**src/rtl/ws281x_pixel_fifo_if.sv**
```systemverilog
// Pixel handshake between the write/DMA side, the pixel FIFO and the WS281x driver.
// The master side drives writes and pops; the slave side (the FIFO) returns the head.
interface ws281x_pixel_fifo_if;
  logic        wr_en;
  logic [23:0] wr_data;
  logic        wr_full;
  logic        data_available;
  logic [7:0]  green_out;
  logic [7:0]  red_out;
  logic [7:0]  blue_out;
  logic        data_rd;

  modport master (
    output wr_en,
    output wr_data,
    input  wr_full,
    input  data_available,
    input  green_out,
    input  red_out,
    input  blue_out,
    output data_rd
  );

  modport slave (
    input  wr_en,
    input  wr_data,
    output wr_full,
    output data_available,
    output green_out,
    output red_out,
    output blue_out,
    input  data_rd
  );
endinterface

```
**src/rtl/ws281x_pixel_fifo.sv**
```systemverilog
// Brightness-scaling pixel buffer feeding the WS281x serial driver.
// One-cycle scaling stage in front of a DEPTH-entry FIFO whose head is shown combinationally.
module ws281x_pixel_fifo #(
  parameter int unsigned DEPTH = 16,
  parameter int unsigned AW    = 4
) (
  input  logic                  clk,
  input  logic                  reset_n,
  input  logic                  cfg_flush,
  input  logic [7:0]            cfg_brightness,
  input  logic                  cfg_err_clr,
  ws281x_pixel_fifo_if.slave    pix,
  output logic [AW:0]           fifo_level,
  output logic                  ovf_err,
  output logic                  udf_err
);

  localparam logic [AW+1:0] DepthOcc = (AW+2)'(DEPTH);

  logic [23:0] mem_q [DEPTH];
  logic [23:0] mem_d [DEPTH];
  logic [AW-1:0] wr_ptr_q, wr_ptr_d;
  logic [AW-1:0] rd_ptr_q, rd_ptr_d;
  logic [AW:0]   count_q, count_d;
  logic          stg_vld_q, stg_vld_d;
  logic [23:0]   stg_data_q, stg_data_d;
  logic          ovf_err_q, ovf_err_d;
  logic          udf_err_q, udf_err_d;

  logic [AW+1:0] occupancy;
  logic          full;
  logic          empty;
  logic          wr_accept;
  logic          push;
  logic          pop;
  logic          ovf_set;
  logic          udf_set;
  logic [23:0]   head;
  logic [23:0]   scaled;

  // (c * (b + 1)) >> 8 keeps 255 as identity and 0 as black.
  function automatic logic [7:0] scale_chan(input logic [7:0] c, input logic [7:0] b);
    logic [16:0] prod;
    prod = {9'd0, c} * ({9'd0, b} + 17'd1);
    return 8'(prod >> 8);
  endfunction

  always_comb begin
    scaled = {scale_chan(pix.wr_data[23:16], cfg_brightness),
              scale_chan(pix.wr_data[15:8],  cfg_brightness),
              scale_chan(pix.wr_data[7:0],   cfg_brightness)};
  end

  // The staged pixel counts against capacity so the stage-to-FIFO write can never overflow.
  always_comb begin
    occupancy = {1'b0, count_q} + {{(AW+1){1'b0}}, stg_vld_q};
    full      = (occupancy >= DepthOcc);
    empty     = (count_q == '0);
  end

  always_comb begin
    wr_accept = pix.wr_en && !full && !cfg_flush;
    push      = stg_vld_q && !cfg_flush;
    pop       = pix.data_rd && !empty && !cfg_flush;
    ovf_set   = pix.wr_en && full && !cfg_flush;
    udf_set   = pix.data_rd && empty && !cfg_flush;
  end

  always_comb begin
    wr_ptr_d   = wr_ptr_q;
    rd_ptr_d   = rd_ptr_q;
    count_d    = count_q;
    stg_vld_d  = stg_vld_q;
    stg_data_d = stg_data_q;

    if (cfg_flush) begin
      wr_ptr_d  = '0;
      rd_ptr_d  = '0;
      count_d   = '0;
      stg_vld_d = 1'b0;
    end else begin
      stg_vld_d = wr_accept;
      if (wr_accept) begin
        stg_data_d = scaled;
      end
      if (push) begin
        wr_ptr_d = wr_ptr_q + AW'(1);
      end
      if (pop) begin
        rd_ptr_d = rd_ptr_q + AW'(1);
      end
      if (push && !pop) begin
        count_d = count_q + (AW+1)'(1);
      end else if (pop && !push) begin
        count_d = count_q - (AW+1)'(1);
      end
    end
  end

  always_comb begin
    mem_d = mem_q;
    if (push) begin
      mem_d[wr_ptr_q] = stg_data_q;
    end
  end

  // Set wins over a same-cycle clear.
  always_comb begin
    ovf_err_d = (ovf_err_q && !cfg_err_clr) || ovf_set;
    udf_err_d = (udf_err_q && !cfg_err_clr) || udf_set;
  end

  always_ff @(posedge clk or negedge reset_n) begin
    if (!reset_n) begin
      wr_ptr_q   <= '0;
      rd_ptr_q   <= '0;
      count_q    <= '0;
      stg_vld_q  <= 1'b0;
      stg_data_q <= '0;
      ovf_err_q  <= 1'b0;
      udf_err_q  <= 1'b0;
    end else begin
      wr_ptr_q   <= wr_ptr_d;
      rd_ptr_q   <= rd_ptr_d;
      count_q    <= count_d;
      stg_vld_q  <= stg_vld_d;
      stg_data_q <= stg_data_d;
      ovf_err_q  <= ovf_err_d;
      udf_err_q  <= udf_err_d;
    end
  end

  // Storage carries no reset; the empty flag masks stale contents.
  always_ff @(posedge clk) begin
    mem_q <= mem_d;
  end

  always_comb begin
    head               = mem_q[rd_ptr_q];
    pix.data_available = !empty;
    pix.wr_full        = full;
    pix.green_out      = empty ? 8'd0 : head[23:16];
    pix.red_out        = empty ? 8'd0 : head[15:8];
    pix.blue_out       = empty ? 8'd0 : head[7:0];
    fifo_level         = count_q;
    ovf_err            = ovf_err_q;
    udf_err            = udf_err_q;
  end

endmodule

```
**src/flat_wrapper.sv**
```systemverilog
// flat-port wrapper written by rule: the top's interface ports become plain ports
module ws281x_pixel_fifo_flat 
#(
  parameter int unsigned DEPTH = 16,
  parameter int unsigned AW    = 4
)
  (clk, reset_n, cfg_flush, cfg_brightness, cfg_err_clr, fifo_level, ovf_err, udf_err, pix_wr_en, pix_wr_data, pix_wr_full, pix_data_available, pix_green_out, pix_red_out, pix_blue_out, pix_data_rd);
  ws281x_pixel_fifo_if pix_i ();
  input  logic clk;
  input  logic reset_n;
  input  logic cfg_flush;
  input  logic [7:0] cfg_brightness;
  input  logic cfg_err_clr;
  output logic [AW:0] fifo_level;
  output logic ovf_err;
  output logic udf_err;
  input wire logic [$bits(pix_i.wr_en)-1:0] pix_wr_en;
  input wire logic [$bits(pix_i.wr_data)-1:0] pix_wr_data;
  output wire logic [$bits(pix_i.wr_full)-1:0] pix_wr_full;
  output wire logic [$bits(pix_i.data_available)-1:0] pix_data_available;
  output wire logic [$bits(pix_i.green_out)-1:0] pix_green_out;
  output wire logic [$bits(pix_i.red_out)-1:0] pix_red_out;
  output wire logic [$bits(pix_i.blue_out)-1:0] pix_blue_out;
  input wire logic [$bits(pix_i.data_rd)-1:0] pix_data_rd;
  assign pix_i.wr_en = pix_wr_en;
  assign pix_i.wr_data = pix_wr_data;
  assign pix_wr_full = pix_i.wr_full;
  assign pix_data_available = pix_i.data_available;
  assign pix_green_out = pix_i.green_out;
  assign pix_red_out = pix_i.red_out;
  assign pix_blue_out = pix_i.blue_out;
  assign pix_i.data_rd = pix_data_rd;
  ws281x_pixel_fifo #(.DEPTH(DEPTH), .AW(AW)) u_core (.clk(clk), .reset_n(reset_n), .cfg_flush(cfg_flush), .cfg_brightness(cfg_brightness), .cfg_err_clr(cfg_err_clr), .pix(pix_i), .fifo_level(fifo_level), .ovf_err(ovf_err), .udf_err(udf_err));
endmodule
```
**config.mk**
```make
export PLATFORM = sky130hd
export DESIGN_NAME = ws281x_pixel_fifo_flat
export DESIGN_NICKNAME = d
export VERILOG_FILES = /design/src/rtl/ws281x_pixel_fifo_if.sv /design/src/rtl/ws281x_pixel_fifo.sv /design/src/flat_wrapper.sv
export SDC_FILE = /design/constraint.sdc
export NUM_CORES = 1
export LEC_CHECK = 0
export CAP_MARGIN = 25
export CELL_PAD_IN_SITES_DETAIL_PLACEMENT = 1
export CELL_PAD_IN_SITES_GLOBAL_PLACEMENT = 1
export CORE_MARGIN = 5
export CORE_UTILIZATION = 35
export CTS_BUF_LIST = sky130_fd_sc_hd__clkbuf_8
export DETAILED_ROUTE_END_ITERATION = 16
export DONT_BUFFER_PORTS = 1
export PLACE_DENSITY_LB_ADDON = 0.1
export SYNTH_ARGS = -nofsm -noshare
export SYNTH_HDL_FRONTEND = slang
export SYNTH_SLANG_ARGS = --single-unit
```
**constraint.sdc**
```tcl
create_clock -name clk -period 4.6 [get_ports clk]
set_input_delay 0.92 -clock clk [delete_from_list [all_inputs] [get_ports clk]]
set_output_delay 0.92 -clock clk [all_outputs]
set_load 0.005 [all_outputs]
```
After elaboration in Yosys (flattened, before gate mapping) --
Cells that the tools add are included.
Storage, ports and cells: flip-flop bits (word level) 424, logic and storage cells 83, bits of input ports 38, output and inout bits 33
Cells by class: order comparisons 4, add/sub/neg operators 6, bitwise operators 3, mux-type cells 17, multiply operators 3, reductions and logical operators 27
Operator list (count):
- $bwmux W384 | 1
- $bmux W24 S4 | 1
- $demux W24 S4 | 1
- $mux W24 | 3
- $mul A8 B17 Y16 | 2
- $mux W8 | 3
- $mul A8 B9 Y16 | 1
- $mux W4 | 4
- $mux W5 | 3
- $logic_and A1 B1 Y1 | 14
- $ge A5 B5 Y1 const B | 2
- $not A4 Y5 | 2
- $add A8 B1 Y9 const B | 1
- $add A4 B1 Y4 const B | 2
- $add A5 B1 Y6 | 1
- $ge A6 B5 Y1 const B | 1
- $logic_not A1 Y1 | 6
- $add A5 B1 Y5 const B | 1
- $logic_not A5 Y1 | 1
- $lt A5 B1 Y1 const B | 1
- $sub A5 B1 Y5 const B | 1
- $reduce_bool A2 Y1 | 2
- $reduce_bool A3 Y1 | 1
- $logic_or A1 B1 Y1 | 2
- 3 further kinds | 3

Logic depth before layout (Yosys ltp) --
depth in word-level cells 8, gate-level depth with buffers 21

Worst setup path before layout --
OpenSTA, ideal clock, no wires.
path type input -> register, start point input port cfg_brightness[1], end point register u_core.stg_data_q[4], path buffers 2, data arrival time 5.343 ns, path slack -0.863 ns, library setup time 0.120 ns, stages on the path 19, path through and3_1 > nand3_1 > nor2_1 > xnor2_1 > clkbuf_1 > nor2b_1 > fa_1 > fa_1 > fa_1 > inv_1 > fa_1 > inv_1 > ha_1 > clkbuf_1 > a21o_1 > a21oi_1 > o21ai_0 > a211o_1 > a31o_2
Between the ends: longest elaborated chain between the ends 2
RTL lines:
- from (decl) | line flat_wrapper.sv:12 | input logic [7:0] cfg_brightness;
- $add A8 B1 Y9 | line ws281x_pixel_fifo.sv:44 | prod = {9'd0, c} * ({9'd0, b} + 17'd1);
- $mul A8 B17 Y16 | line ws281x_pixel_fifo.sv:44
- to (signal assigned) | line ws281x_pixel_fifo.sv:127 | stg_data_q <= stg_data_d;
- to (decl) | line ws281x_pixel_fifo.sv:26 | logic [23:0] stg_data_q, stg_data_d;
Every way passes these cells. A chain may end at the register's enable or synchronous reset.

Worst setup path in the final report --
start point input port cfg_brightness[0], end point register u_core.stg_data_q[14]
Same word-level chain as after synthesis.

==> results.cfg <==
[timing]
fin_worst_skew_ns = 0.02685
relSlewSlack = 0.2953
min_period_over_period = 1.005
post-route-min-period_ns = 4.624
grt_setup_unrepaired = true
worstMarginPinSlew_ns = 1.053
hold_violations = 0
fmax_mhz = 216.2
postLayoutSetupSlackWorst_ns = -0.02446
whs_ns = 0.1607
finalSetupTns_ns = -0.03116
maxSlewViolCount = 0
final-setup-viol-count = 2

[die]
fp.coreArea_sq_um = 65510
die_y_microns = 266.5
die-width_microns = 266.5
io_pins = 71
fp-row-count = 94
initial_core_util = 0.3515
die_area_sq_um = 71020

[yosys]
yosysUniqueCellTypes = 60
ys_seq_area_frac = 0.5442
ys.flop_type = edfxtp_1
yosys_warnings = 0
synthCells = 1641
synth_edf_count = 384
syn_avg_cell_area_sq_um = 14.03
async_reset_ff_frac = 0.09434
synthesis.area_sq_um = 23030
synth_seq_cells = 424
syn_nets = 1905

[clocking]
clock_path_buffers = 3
path_clk_slew_ns = 0.07
htree_num_levels = 3
cts_tree = built
root_buffer = clkbuf_8
clock_latency_ns = 0.61
cts_buffers = 67
cts_sinks = 424

[flow_run]
cap_viol_max_count = 0

[grt]
grt_pass1_vias = 14870
grt_max_degree = 50
gr-total-overflow = 0
antenna_found_initial = 2
grt_pass1_wl_mm = 91.89
grt_usage = 0.1678

[critical_path]
path_class = input pin to register
worst-path-buf-inv = 3
path_delay_family = adder cells
crit_path_max_incr_delay_ns = 0.50
critPathRequiredTime_ns = 5.05
crit_path_top_delay_cell = fa_1
cp-start-kind = input pin
cp_common_cell = fa_1
arrival_ns = 5.08
worstPathCellList = ha_4 > nand3_4 > nor2_4 > xor2_2 > buf_12 > and2_4 > fa_1 > fa_1 > fa_1 > inv_1 > fa_1 > inv_2 > ha_4 > a21o_1 > a21oi_2 > o21ai_4 > a41o_1 > a211oi_2 > o31ai_1
path_max_fanout = 23
endpoint_kind = register

[layout]
fin_nets = 2047
final_area_sq_um = 27170
final_util = 0.4147
fillers = 6735
post_layout_nonfiller_instances = 2695
area_delta_synth_final_pct = 17.99
drive_above_1_share = 0.2180

[place]
gp_congestion = 0.7449
place_area_sq_um = 25460
dp_cells = 2563
hpwl_mm = 40.86
port_buffers = 0
pre_cts_ws_ns = -0.8210

[status]
status = finished with violations
violations = negative setup slack

[route]
ant_nets = 0
routed_wl_mm = 59.47
drt_iter0_markers = 662
drt-vias-per-instance = 4.975
drc = 0
drt-pass1-iter-count = 5
wl_per_cell_microns = 22.06
vias = 13410

[power]
leakage_nw = 10.15
finalPower_mw = 13.30
ir_drop_mv = 0.2032
p_per_area_nw_per_um2 = 489.6

[worst_hold_path]
hp-class = input pin to asynchronous set/reset pin
-- state kept, by name (all words and copies together), names as in the netlist --
name and flops:
u_core.fifo_level 5, u_core.mem_q 384, u_core.ovf_err 1, u_core.rd_ptr_q 4
u_core.stg_data_q 24, u_core.stg_vld_q 1, u_core.udf_err 1, u_core.wr_ptr_q 4
-- layer usage --
| layer | vias up | global-route usage | routed length (microns) |
|---|---|---|---|
| li1 | 6200 | - | - |
| met1 | 6955 | 0.2178 | 25800 |
| met2 | 203 | 0.3024 | 30980 |
| met3 | 50 | 0.02203 | 1951 |
| met4 | 0 | 0.03585 | 733 |
| met5 | - | 0 | 0 |
-- synth_stat cells, drive strengths merged, types with 33 or more instances --
library cell	count	area share
mux4	48	0.047
nor2	36	0.0060
inv	179	0.029
clkbuf	44	0.0072
nor2b	38	0.010
fa	121	0.11
o221ai	48	0.018
mux2i	99	0.043
xnor2	34	0.013
nand2	103	0.017
edfxtp	384	0.50
dfrtp	40	0.043
a211oi	33	0.011
and2	131	0.036
ha	105	0.057
-- cell usage in the layout (no fill, tap or decap), drive strengths merged, types with 2 or more instances in the layout --
master,Yosys,layout
a21oi,16,16
nor2,36,36
buf,27,144
nand4,5,5
nor3,10,10
o21a,6,6
nand3,10,10
clkbuf,44,73
a221oi,2,2
nand2b,13,13
mux2i,99,99
nand2,103,103
clkinv,0,22
xnor2,34,34
inv,179,199
or3,2,2
o21ai,29,29
o21bai,4,4
nor2b,38,38
dfrtp,40,40
mux4,48,48
or2,2,2
fa,121,121
ha,105,105
o22ai,24,24
and2,131,131
a21o,6,6
a211oi,33,33
nand4b,3,3
edfxtp,384,384
o31a,2,2
o31ai,8,8
o211ai,2,2
xor2,11,11
o221ai,48,48
-- what timing repair did --
item / 4_1_cts / 5_1_grt
buffers inserted: 9 / 5
endpoints found under the hold margin: 40 / 0
resized for setup: 28 / 48
setup endpoints to repair: 14 / 21
hold buffers: 1 / 0
pin swaps: 14 / 18
-- logic make-up after synthesis --
family                   after synthesis  synth area share
XOR/XNOR                              45           0.01744
flip-flops                           424            0.5442
AND/OR/NAND/NOR                      358           0.08210
adder cells (fa/ha/maj)              226            0.1622
AO/OA/AOI/OAI                        191           0.06091
multiplexers                         147           0.08998
buffers and inverters                250           0.04309
-- final cells by class --
class	count	area, sq um	share of cell area
sequential	424	12540	0.4614
clock buffer	73	1005	0.03698
clock inverter	43	173.9	0.006401
inverter	179	671.9	0.02473
multi-input combinational	967	10290	0.3787
tap	864	1081	0.03979
antenna	1	2.502	0.00009210
timing repair buffer	144	1409	0.05185
-- report_power, final --
group          switching, mW  internal [mW]
Sequential             0.612           4.80
Combinational           2.49           2.52
Clock                   1.42           1.45
-- worst paths after layout --
path	slack, ns	to	from	cells past startpoint
max	-0.02	u_core.stg_data_q[14]	cfg_brightness[0]	19
min	0.16	u_core.rd_ptr_q[2]	reset_n	1
max reg2reg	1.79	u_core.fifo_level[4]	u_core.fifo_level[1]	10
min reg2reg	0.57	u_core.udf_err	u_core.udf_err	2
max in group asynchronous	4.23	u_core.stg_data_q[9]	reset_n	1
min in group clk	0.38	u_core.fifo_level[1]	cfg_flush	1
No activity file was read; power rests on OpenSTA's default activity.
